===== src/rtl/alu_issue_pkg.sv =====
// Shared constants for the ALU issue stage: op codes, FSM encoding, result FIFO sizing.
package alu_issue_pkg;

    localparam int unsigned OP_W = 4;

    localparam logic [OP_W-1:0] ALU_ADD = 4'd0;
    localparam logic [OP_W-1:0] ALU_SUB = 4'd1;
    localparam logic [OP_W-1:0] ALU_AND = 4'd2;
    localparam logic [OP_W-1:0] ALU_OR  = 4'd3;
    localparam logic [OP_W-1:0] ALU_XOR = 4'd4;

    localparam logic [0:0] ST_RUN   = 1'b0;
    localparam logic [0:0] ST_FLUSH = 1'b1;

    localparam int unsigned FIFO_DEPTH = 4;
    localparam int unsigned FIFO_PTR_W = 2;
    localparam int unsigned FIFO_CNT_W = 3;
    localparam int unsigned INFL_W     = 2;

endpackage


===== src/rtl/alu_issue_rr_arbiter.sv =====
// Round-robin arbiter: one-hot grant to the first requester at or after the priority pointer.
module rr_arbiter #(
    parameter int unsigned NREQ = 4
) (
    input  logic            clk,
    input  logic            rst_n,
    input  logic            en_i,
    input  logic [NREQ-1:0] req_i,
    output logic [NREQ-1:0] gnt_o_c
);

    localparam int unsigned PW = (NREQ > 1) ? $clog2(NREQ) : 1;

    logic [PW-1:0] ptr_q;
    logic [PW-1:0] ptr_d;

    always_comb begin : arb
        int unsigned idx;
        logic        found;
        gnt_o_c = '0;
        ptr_d   = ptr_q;
        found   = 1'b0;
        idx     = 0;
        for (int unsigned k = 0; k < NREQ; k++) begin
            idx = (32'(ptr_q) + k) % NREQ;
            if (en_i && !found && req_i[PW'(idx)]) begin
                found            = 1'b1;
                gnt_o_c[PW'(idx)] = 1'b1;
                ptr_d            = PW'((idx + 1) % NREQ);
            end
        end
    end

    always_ff @(posedge clk or negedge rst_n) begin
        if (!rst_n) begin
            ptr_q <= '0;
        end else begin
            ptr_q <= ptr_d;
        end
    end

endmodule


===== src/rtl/alu_issue.sv =====
// ALU issue stage: arbitrates requesters onto the ALU, tracks credits, and buffers
// results in a small FIFO for the writeback handshake, with a drain-style flush.
module alu_issue
    import alu_issue_pkg::*;
#(
    parameter int unsigned WIDTH = 32,
    parameter int unsigned RSBIT = 3,
    parameter int unsigned NREQ  = 4
) (
    input  logic                  clk,
    input  logic                  rst,
    input  logic [NREQ-1:0]       req_valid,
    output logic [NREQ-1:0]       req_ready,
    input  logic [NREQ*RSBIT-1:0] req_rs,
    input  logic [NREQ*OP_W-1:0]  req_op,
    input  logic [NREQ*WIDTH-1:0] req_vl,
    input  logic [NREQ*WIDTH-1:0] req_vr,
    output logic [RSBIT-1:0]      alu_rs_i,
    output logic [OP_W-1:0]       alu_op,
    output logic [WIDTH-1:0]      alu_vl,
    output logic [WIDTH-1:0]      alu_vr,
    input  logic [RSBIT-1:0]      alu_rs,
    input  logic [WIDTH-1:0]      alu_result,
    output logic                  wb_valid,
    input  logic                  wb_ready,
    output logic [RSBIT-1:0]      wb_rs,
    output logic [WIDTH-1:0]      wb_result,
    input  logic                  flush
);

    logic [0:0]            state_q, state_d;
    logic [FIFO_CNT_W-1:0] count_q, count_d;
    logic [FIFO_PTR_W-1:0] rd_ptr_q, rd_ptr_d;
    logic [FIFO_PTR_W-1:0] wr_ptr_q, wr_ptr_d;
    logic [INFL_W-1:0]     inflight_q, inflight_d;
    logic [RSBIT-1:0]      fifo_rs_q  [FIFO_DEPTH];
    logic [RSBIT-1:0]      fifo_rs_d  [FIFO_DEPTH];
    logic [WIDTH-1:0]      fifo_res_q [FIFO_DEPTH];
    logic [WIDTH-1:0]      fifo_res_d [FIFO_DEPTH];

    logic [RSBIT-1:0] iss_rs_q, iss_rs_d;
    logic [OP_W-1:0]  iss_op_q, iss_op_d;
    logic [WIDTH-1:0] iss_vl_q, iss_vl_d;
    logic [WIDTH-1:0] iss_vr_q, iss_vr_d;

    logic             wb_valid_q, wb_valid_d;
    logic [RSBIT-1:0] wb_rs_q, wb_rs_d;
    logic [WIDTH-1:0] wb_res_q, wb_res_d;

    logic [NREQ-1:0]  gnt_c;
    logic             grant_en_c;
    logic             pop_c;
    logic             push_c;
    logic             alu_ret_c;
    logic             issue_c;
    logic [3:0]       occ_c;
    logic [RSBIT-1:0] sel_rs_c;
    logic [OP_W-1:0]  sel_op_c;
    logic [WIDTH-1:0] sel_vl_c;
    logic [WIDTH-1:0] sel_vr_c;

    // A same-cycle pop frees its entry before the credit test; reset blocks all grants.
    always_comb begin
        pop_c      = wb_valid_q & wb_ready;
        alu_ret_c  = (alu_rs != '0);
        occ_c      = 4'(count_q) + 4'(inflight_q) - 4'(pop_c);
        grant_en_c = rst && (state_q == ST_RUN) && !flush && (occ_c < 4'(FIFO_DEPTH));
    end

    rr_arbiter #(
        .NREQ (NREQ)
    ) u_arb (
        .clk     (clk),
        .rst_n   (rst),
        .en_i    (grant_en_c),
        .req_i   (req_valid),
        .gnt_o_c (gnt_c)
    );

    assign req_ready = gnt_c;

    always_comb begin
        sel_rs_c = '0;
        sel_op_c = '0;
        sel_vl_c = '0;
        sel_vr_c = '0;
        for (int i = 0; i < NREQ; i++) begin
            if (gnt_c[i]) begin
                sel_rs_c = req_rs[i*RSBIT +: RSBIT];
                sel_op_c = req_op[i*OP_W +: OP_W];
                sel_vl_c = req_vl[i*WIDTH +: WIDTH];
                sel_vr_c = req_vr[i*WIDTH +: WIDTH];
            end
        end
        issue_c = (|gnt_c) && (sel_rs_c != '0);
    end

    // Tag-0 grants are consumed here: no ALU issue, operand registers hold.
    always_comb begin
        iss_rs_d = issue_c ? sel_rs_c : '0;
        iss_op_d = issue_c ? sel_op_c : iss_op_q;
        iss_vl_d = issue_c ? sel_vl_c : iss_vl_q;
        iss_vr_d = issue_c ? sel_vr_c : iss_vr_q;
    end

    always_comb begin
        state_d    = state_q;
        count_d    = count_q;
        rd_ptr_d   = rd_ptr_q;
        wr_ptr_d   = wr_ptr_q;
        push_c     = 1'b0;
        inflight_d = inflight_q + INFL_W'(issue_c) - INFL_W'(alu_ret_c);
        for (int j = 0; j < FIFO_DEPTH; j++) begin
            fifo_rs_d[j]  = fifo_rs_q[j];
            fifo_res_d[j] = fifo_res_q[j];
        end
        case (state_q)
            ST_RUN: begin
                push_c = alu_ret_c;
                if (push_c) begin
                    fifo_rs_d[wr_ptr_q]  = alu_rs;
                    fifo_res_d[wr_ptr_q] = alu_result;
                    wr_ptr_d             = wr_ptr_q + FIFO_PTR_W'(1);
                end
                if (pop_c) begin
                    rd_ptr_d = rd_ptr_q + FIFO_PTR_W'(1);
                end
                count_d = count_q + FIFO_CNT_W'(push_c) - FIFO_CNT_W'(pop_c);
                if (flush) begin
                    state_d = ST_FLUSH;
                end
            end
            ST_FLUSH: begin
                // Results returning while in flight are dropped; clear once the ALU is empty.
                if (inflight_q == '0) begin
                    state_d  = ST_RUN;
                    count_d  = '0;
                    rd_ptr_d = '0;
                    wr_ptr_d = '0;
                end
            end
            default: begin
                state_d = ST_RUN;
            end
        endcase
        wb_valid_d = (state_d == ST_RUN) && (count_d != '0);
        wb_rs_d    = fifo_rs_d[rd_ptr_d];
        wb_res_d   = fifo_res_d[rd_ptr_d];
    end

    always_ff @(posedge clk or negedge rst) begin
        if (!rst) begin
            state_q    <= ST_RUN;
            count_q    <= '0;
            rd_ptr_q   <= '0;
            wr_ptr_q   <= '0;
            inflight_q <= '0;
            for (int j = 0; j < FIFO_DEPTH; j++) begin
                fifo_rs_q[j]  <= '0;
                fifo_res_q[j] <= '0;
            end
            iss_rs_q   <= '0;
            iss_op_q   <= '0;
            iss_vl_q   <= '0;
            iss_vr_q   <= '0;
            wb_valid_q <= 1'b0;
            wb_rs_q    <= '0;
            wb_res_q   <= '0;
        end else begin
            state_q    <= state_d;
            count_q    <= count_d;
            rd_ptr_q   <= rd_ptr_d;
            wr_ptr_q   <= wr_ptr_d;
            inflight_q <= inflight_d;
            for (int j = 0; j < FIFO_DEPTH; j++) begin
                fifo_rs_q[j]  <= fifo_rs_d[j];
                fifo_res_q[j] <= fifo_res_d[j];
            end
            iss_rs_q   <= iss_rs_d;
            iss_op_q   <= iss_op_d;
            iss_vl_q   <= iss_vl_d;
            iss_vr_q   <= iss_vr_d;
            wb_valid_q <= wb_valid_d;
            wb_rs_q    <= wb_rs_d;
            wb_res_q   <= wb_res_d;
        end
    end

    assign alu_rs_i  = iss_rs_q;
    assign alu_op    = iss_op_q;
    assign alu_vl    = iss_vl_q;
    assign alu_vr    = iss_vr_q;
    assign wb_valid  = wb_valid_q;
    assign wb_rs     = wb_rs_q;
    assign wb_result = wb_res_q;

endmodule


===== config.mk =====
export PLATFORM = sky130hd
export DESIGN_NAME = alu_issue
export DESIGN_NICKNAME = d
export VERILOG_FILES = /design/src/rtl/alu_issue_pkg.sv /design/src/rtl/alu_issue_rr_arbiter.sv /design/src/rtl/alu_issue.sv
export SDC_FILE = /design/constraint.sdc
export NUM_CORES = 1
export LEC_CHECK = 0
export CAP_MARGIN = 20
export CORE_UTILIZATION = 42
export CTS_BUF_LIST = sky130_fd_sc_hd__clkbuf_8 sky130_fd_sc_hd__clkbuf_16
export CTS_CLUSTER_DIAMETER = 150
export CTS_CLUSTER_SIZE = 12
export DETAILED_ROUTE_END_ITERATION = 12
export GPL_ROUTABILITY_DRIVEN = 0
export PLACE_DENSITY = 0.89
export REMOVE_ABC_BUFFERS = 1
export SYNTH_ARGS = -nofsm -noshare
export SYNTH_HDL_FRONTEND = slang
export SYNTH_SLANG_ARGS = --single-unit

===== constraint.sdc =====
create_clock -name clk -period 5.1 [get_ports clk]
set_clock_uncertainty 0.1 [all_clocks]
set_input_delay 1.53 -clock clk [delete_from_list [all_inputs] [get_ports clk]]
set_output_delay 1.53 -clock clk [all_outputs]
set_load 0.005 [all_outputs]

Word level (Yosys, flattened, before mapping)
Index checks and enable logic that the tools add are counted.
{"block": "totals", "regBits": 259, "latch_bits": 0, "mem_bits_rw": 0, "romBits": 0, "in_bits": 327, "wordCells": 156, "n_memories": 0}
{"block": "classes", "add_sub_neg": 14, "multipliers": 0, "div_mod_pow": 0, "n_lt_le_gt_ge": 12, "n_eq_ne": 2, "shift": 0, "mux": 71, "bitwise_logic": 8, "n_reduce_logical": 28}
{"operator": "32-bit 2-to-1 mux", "n": 11}
{"operator": "128-bit 2-to-1 mux", "n": 2}
{"operator": "128-bit bitwise mux", "n": 1}
{"operator": "32-bit binary-select mux with 2-bit select", "n": 1}
{"operator": "32-bit demux with 2-bit select", "n": 1}
{"operator": "4-bit 2-to-1 mux", "n": 8}
{"operator": "3-bit 2-to-1 mux", "n": 9}
{"operator": "12-bit 2-to-1 mux", "n": 2}
{"operator": "1-bit logical AND", "n": 17}
{"operator": "2-bit 2-to-1 mux", "n": 8}
{"operator": "1-bit 2-to-1 mux", "n": 13}
{"operator": "2-bit by 1-bit adder with 2-bit output, second input constant", "n": 6}
{"operator": "12-bit bitwise mux", "n": 1}
{"operator": "2-bit by 3-bit less-than comparator with 1-bit output, second input constant", "n": 4}
{"operator": "4-bit OR", "n": 3}
{"operator": "3-bit nonzero test", "n": 3}
{"operator": "1-bit binary-select mux with 2-bit select", "n": 4}
{"operator": "1-bit demux with 2-bit select", "n": 4}
{"operator": "2-bit by 1-bit greater-or-equal comparator with 1-bit output, second input constant", "n": 4}
{"operator": "2-bit case mux with 2 select lines", "n": 2}
{"operator": "3-bit binary-select mux with 2-bit select", "n": 1}
{"operator": "3-bit demux with 2-bit select", "n": 1}
{"operator": "3-bit greater-or-equal comparator, second input constant", "n": 2}
{"operator": "2-bit NOT with 3-bit output", "n": 2}
{"operator": "20 further kinds", "n": 25}

Depth between registers and ports, before layout
Gate-level depths: netlist of the first run.
{"block": "logic_depth", "depth_word": 26, "mapped_depth": 21, "depth_no_buf": 18}

Modules after synthesis
From an unflattened synthesis of the first run, not the netlist that was laid out.
{"block": "unflattened", "cells_unflattened": 1055, "area_unflattened_um2": 12424.4}
{"module": "alu_issue", "instances": 1, "cells_per_inst": 998, "area_per_inst_um2": 11939.0, "seq_area_each_um2": 6431.2}
{"module": "rr_arbiter", "instances": 1, "cells_per_inst": 57, "area_per_inst_um2": 485.5, "seq_area_each_um2": 50.0}

Worst setup path after synthesis of the first run
No wires, ideal clock.
{"block": "synth_timing", "path_type": "input-to-output", "start": "in wb_ready", "end": "out req_ready[3]", "arrival_time_ps": 3598, "required_time_ps": 3470, "path_slack_ps": -128, "path_stages": 10, "n_path_buf": 3, "cell_sequence": "nand3b_1 -> ha_1 -> nand2_1 -> a21o_1 -> a211o_1 -> a31o_2 -> clkbuf_1 -> nor2_1 -> clkbuf_1 -> clkbuf_1"}
{"block": "synth_between", "elab_chain_cells": 18}
{"item": "start: declaration", "line_no": "alu_issue.sv:25", "rtl": "input logic wb_ready,"}
{"item": "1-bit bitwise AND (*)", "line_no": "alu_issue.sv:64", "rtl": "pop_c = wb_valid_q & wb_ready;"}
{"item": "4-bit by 1-bit subtractor with 4-bit output (*)", "line_no": "alu_issue.sv:66", "rtl": "occ_c = 4'(count_q) + 4'(inflight_q) - 4'(pop_c);"}
{"item": "4-bit by 3-bit less-than comparator with 1-bit output (*)", "line_no": "alu_issue.sv:67", "rtl": "grant_en_c = rst && (state_q == ST_RUN) && !flush && (occ_c < 4'(FIFO_DEPTH));"}
{"item": "1-bit logical AND (*)", "line_no": "alu_issue.sv:67"}
{"item": "1-bit logical AND", "line_no": "alu_issue_rr_arbiter.sv:26", "rtl": "if (en_i && !found && req_i[PW'(idx)]) begin"}
{"item": "1-bit 2-to-1 mux", "line_no": "alu_issue_rr_arbiter.sv:26"}
{"item": "1-bit logical NOT", "line_no": "alu_issue_rr_arbiter.sv:26"}
{"item": "1-bit logical AND (2 in a row)", "line_no": "alu_issue_rr_arbiter.sv:26"}
{"item": "1-bit 2-to-1 mux", "line_no": "alu_issue_rr_arbiter.sv:26"}
{"item": "1-bit logical NOT", "line_no": "alu_issue_rr_arbiter.sv:26"}
{"item": "1-bit logical AND (2 in a row)", "line_no": "alu_issue_rr_arbiter.sv:26"}
{"item": "1-bit 2-to-1 mux", "line_no": "alu_issue_rr_arbiter.sv:26"}
{"item": "1-bit logical NOT", "line_no": "alu_issue_rr_arbiter.sv:26"}
{"item": "1-bit logical AND (2 in a row)", "line_no": "alu_issue_rr_arbiter.sv:26"}
{"item": "4-bit 2-to-1 mux (*)", "line_no": "alu_issue_rr_arbiter.sv:26"}
{"item": "end: declaration", "line_no": "alu_issue.sv:13", "rtl": "output logic [NREQ-1:0] req_ready,"}
Mark *: on every way between the ends. The rest lies on a longest branch, timed or not.

Worst setup path in the final report of the first run
{"block": "layout_timing", "start": "in req_valid[2]", "end": "out req_ready[0]"}
{"block": "layout_between", "elab_chain_cells": 16}
{"item": "start: declaration", "line_no": "alu_issue.sv:12", "rtl": "input logic [NREQ-1:0] req_valid,"}
{"item": "1-bit binary-select mux with 2-bit select", "line_no": "alu_issue_rr_arbiter.sv:26"}
{"item": "1-bit 2-to-1 mux (not written as such)", "line_no": "alu_issue_rr_arbiter.sv:26"}
{"item": "1-bit logical AND", "line_no": "alu_issue_rr_arbiter.sv:26"}
{"item": "1-bit 2-to-1 mux", "line_no": "alu_issue_rr_arbiter.sv:26"}
{"item": "1-bit logical NOT", "line_no": "alu_issue_rr_arbiter.sv:26"}
{"item": "1-bit logical AND (2 in a row)", "line_no": "alu_issue_rr_arbiter.sv:26"}
{"item": "1-bit 2-to-1 mux", "line_no": "alu_issue_rr_arbiter.sv:26"}
{"item": "1-bit logical NOT", "line_no": "alu_issue_rr_arbiter.sv:26"}
{"item": "1-bit logical AND (2 in a row)", "line_no": "alu_issue_rr_arbiter.sv:26"}
{"item": "1-bit 2-to-1 mux", "line_no": "alu_issue_rr_arbiter.sv:26"}
{"item": "1-bit logical NOT", "line_no": "alu_issue_rr_arbiter.sv:26"}
{"item": "1-bit logical AND (2 in a row)", "line_no": "alu_issue_rr_arbiter.sv:26"}
{"item": "4-bit 2-to-1 mux (*)", "line_no": "alu_issue_rr_arbiter.sv:26"}
Mark *: on every way between the ends. The rest lies on a longest branch, timed or not. The select of a mux whose other input is x is not followed.

==> reports/metrics.csv, run 1 <==
stage,metric,value,unit
outcome,outcome,"complete, no violations",
worst_setup_path,worst path bufs/invs,4,
worst_setup_path,R2R cell count,17,
global_routing,number of global-route vias before repair,10800,
worst_setup_path,crit path DAT,3.33,ns
layout,Filler cells,2289,
routing,via count,10800,
yosys,Post-synth top cells,"mux2_2, dfrtp_1, nand2_1, nor2_1, o31ai_1",
routing,DR pass1 iterations,5,
min_path,WHS Endpoint,fifo_rs_q[3],
die,die extent in x,178,um
sta,"Hold Violations, Final",0,
yosys,sequential fraction of the synthesis area,49.6,%
yosys,predominant post-synthesis flop cell,dfrtp_1,
layout,Layout area overhead,44.4,%
layout,Post-layout nets,1850,
layout,layout cells sized above 1,27.1,%
yosys,Synth Register Bits,259,
clocking,clk_lat worst skew,0.54,ns
worst_setup_path,reg2reg setup slack,0.75,ns
worst_setup_path,Setup crit end kind,primary output,
die,Die Y-Extent,178,um
global_routing,GR Overflow Total,0,
die,initial core utilization,42.7,%
sta,Pins Over Slew Limit,0,
worst_setup_path,Worst path max stage delay,0.50,ns
worst_setup_path,largest fanout on the critical path,4,
global_routing,GRT Util Overall,25.7,%
yosys,Yosys warning total,0,
run,max cap viols,0,
routing,drc violations,0,
yosys,Syn Area/Cell,12.2,um^2
global_routing,initial antenna violation count,16,
yosys,number of synthesized flops with an enable pin,0,
sta,minimum clock period,4.96,ns
sta,Final setup viols,0,
worst_setup_path,Top delay family on crit path,buffers and inverters,
routing,Detail Route Antenna Nets,0,
routing,routed wire length,41800,um
clocking,CTS tree,done,
worst_setup_path,CP max stage cell,mux4_2,
worst_setup_path,CP dominant cell by count,buf_4,
layout,Finished Layout Cells,1915,
global_routing,first-pass GRT wire length,63000,um
min_path,hold path depth,1,
sta,Fmax,202,MHz
yosys,Gate Count Post-Synth,1073,
worst_setup_path,RR Endpoint,inflight_q[1],
pwr,pwr dens,474,mW/mm^2
worst_setup_path,Setup crit start kind,input port,
die,Top Ports,438,
clocking,Bufs on Longest Clock Path,3,
placed_design,port bufs,437,
die,die area,0.0318,mm^2
yosys,"count leader, synth",mux2_2,
routing,detail-routed net length per standard cell,21.9,um
routing,drt via density,5.63,
yosys,mapped cell area,0.0131,mm^2
pwr,maximum VDD drop,0.000440,V
die,core area,0.0306,mm^2
min_path,Hold WC Path Type,flip-flop to flip-flop,
sta,setup tns final,0,ns
worst_setup_path,RR Startpoint,u_arb.ptr_q[0],
min_path,min-delay src,fifo_rs_q[3],
yosys,ys async rst share,100,%
yosys,share of the synthesized area in the top cell type,49.6,%
worst_setup_path,CP cell instances,"dlygate4sd2_1, mux4_2, nor2b_1, buf_4, buf_4, a221o_1, and2_1, buf_2",
placed_design,HPWL Detailed,30300,um
sta,RSZ-0062 raised after global routing,no,
sta,Fin Hold WS,0.391,ns
worst_setup_path,Setup CP Type,input port to primary output,
clocking,Worst-path clk slew,0.06,ns
global_routing,largest net degree at the start of global routing,191,
clocking,Clock Tree Root,clkbuf_16,
die,Row Count,64,
sta,Slew @ Worst Pin,1.12,ns
clocking,CTS sink count,259,
clocking,H-Tree Depth,1,
yosys,number of distinct library cells after synthesis,48,
sta,relative slew slack,25.6,%
yosys,"top cells by area, synth","dfrtp_1, mux2_2, a221oi_1",
sta,fin crit share,97.3,%
pwr,final total power,8950,uW
pwr,Leakage,0.00771,uW
routing,DR iter-0 viols,650,
layout,Final Util,61.7,%
placed_design,dpl cells,1874,
clocking,Num CTS Buffers,25,
worst_setup_path,CP required,3.47,ns
clocking,hold buffer count at cts,0,
yosys,Synth area leader,dfrtp_1,
-- layer usage --
layer	routed length, um	global-route usage (%)
met2	20400	42.7
met1	15800	30.8
met4	1730	10.7
met5	13	0
met3	3840	8.01
-- metrics by stage --
step,area [um^2],worst slack [ns]
2_1_floorplan,12700,-4.71
3_3_place_gp,18200,-0.544
3_5_place_dp,18200,-0.563
4_1_cts,18800,0.00236
5_1_grt,18900,0.0549
6_report,18900,0.140
-- sequential cells by signal, indices dropped and copies added, names as in the netlist --
register     flops
fifo_res_q     128
alu_vl          32
alu_vr          32
wb_result       32
fifo_rs_q       12
alu_op           4
alu_rs_i         3
count_q          3
wb_rs            3
inflight_q       2
rd_ptr_q         2
u_arb.ptr_q      2
wr_ptr_q         2
state_q          1
wb_valid         1
-- how the worst max path moves through the flow --
stage | from | end | slack (ns) | depth (start not counted)
finish | req_valid[2] | req_ready[0] | 0.14 | 8
global placement | wb_ready | req_ready[1] | -0.54 | 9
CTS | wb_ready | req_ready[1] | 0.002 | 9
detailed placement | wb_ready | req_ready[1] | -0.56 | 9
floorplan | wb_ready | inflight_q[1] | -4.71 | 15
global route | req_valid[2] | req_ready[2] | 0.05 | 8
-- final cells by class --
type                       count  area, um^2  share of cell area [%]
multi-input combinational    713        6240                    33.1
clock buffer                  25         626                    3.32
sequential                   259        6480                    34.4
antenna                       12        30.0                   0.159
inverter                      19        71.3                   0.378
timing repair buffer         489        4900                    26.0
tap                          396         495                    2.63
clock inverter                 2        27.5                   0.146
-- cells in the final DEF (no fill, tap or decap), types with 2 or more instances in the layout --
cell,count
a21o_1,2
a21oi_1,6
a221oi_1,68
a221oi_4,2
a22o_1,2
and2_2,4
and4_1,2
buf_12,11
buf_2,2
buf_4,41
buf_6,2
clkbuf_16,25
clkdlybuf4s50_1,427
dfrtp_1,259
diode_2,12
dlygate4sd2_1,4
ha_1,15
inv_1,18
mux2_1,5
mux2_2,293
mux2_4,9
mux2i_1,7
mux4_2,4
nand2_1,84
nand2b_1,4
nand3_1,3
nand3b_1,3
nand4_1,2
nor2_1,81
nor2_4,2
nor2b_1,3
o21a_1,3
o21ai_0,7
o22ai_1,4
o22ai_4,2
o31ai_1,69
o32ai_1,2
or3_1,2
xnor2_1,6
-- timing repair --
item | 4_1_cts | 5_1_grt
resized for setup | 25 | 1
buffers inserted | 2 | 0
pin swaps | 3 | 3
endpoints found under the setup margin | 4 | 5
-- report_power, final --
| group | internal (uW) | total, uW | leakage [uW] | switching [uW] |
|---|---|---|---|---|
| registers | 2940 | 3310 | 0.00326 | 366 |
| clock network | 870 | 1620 | 0.000318 | 754 |
| logic | 2400 | 4010 | 0.00413 | 1610 |
| total | 6220 | 8950 | 0.00771 | 2730 |
-- cells by family after synthesis --
family                   share of synthesized area [%]
AO/OA/AOI/OAI                                     10.9
XOR/XNOR                                         0.469
adder cells (fa/ha/maj)                           1.59
buffers and inverters                             3.17
flip-flops                                        49.6
multiplexers                                      28.0
AND/OR/NAND/NOR                                   6.29
No activity file was read; power rests on OpenSTA's default activity.
==> run 2: changes to the inputs <==
ABC_CLOCK_PERIOD_IN_PS = 5100   (was unset)
==> results of run 2 <==
The final DEF is identical to that of run 1; final timing and power are the same.
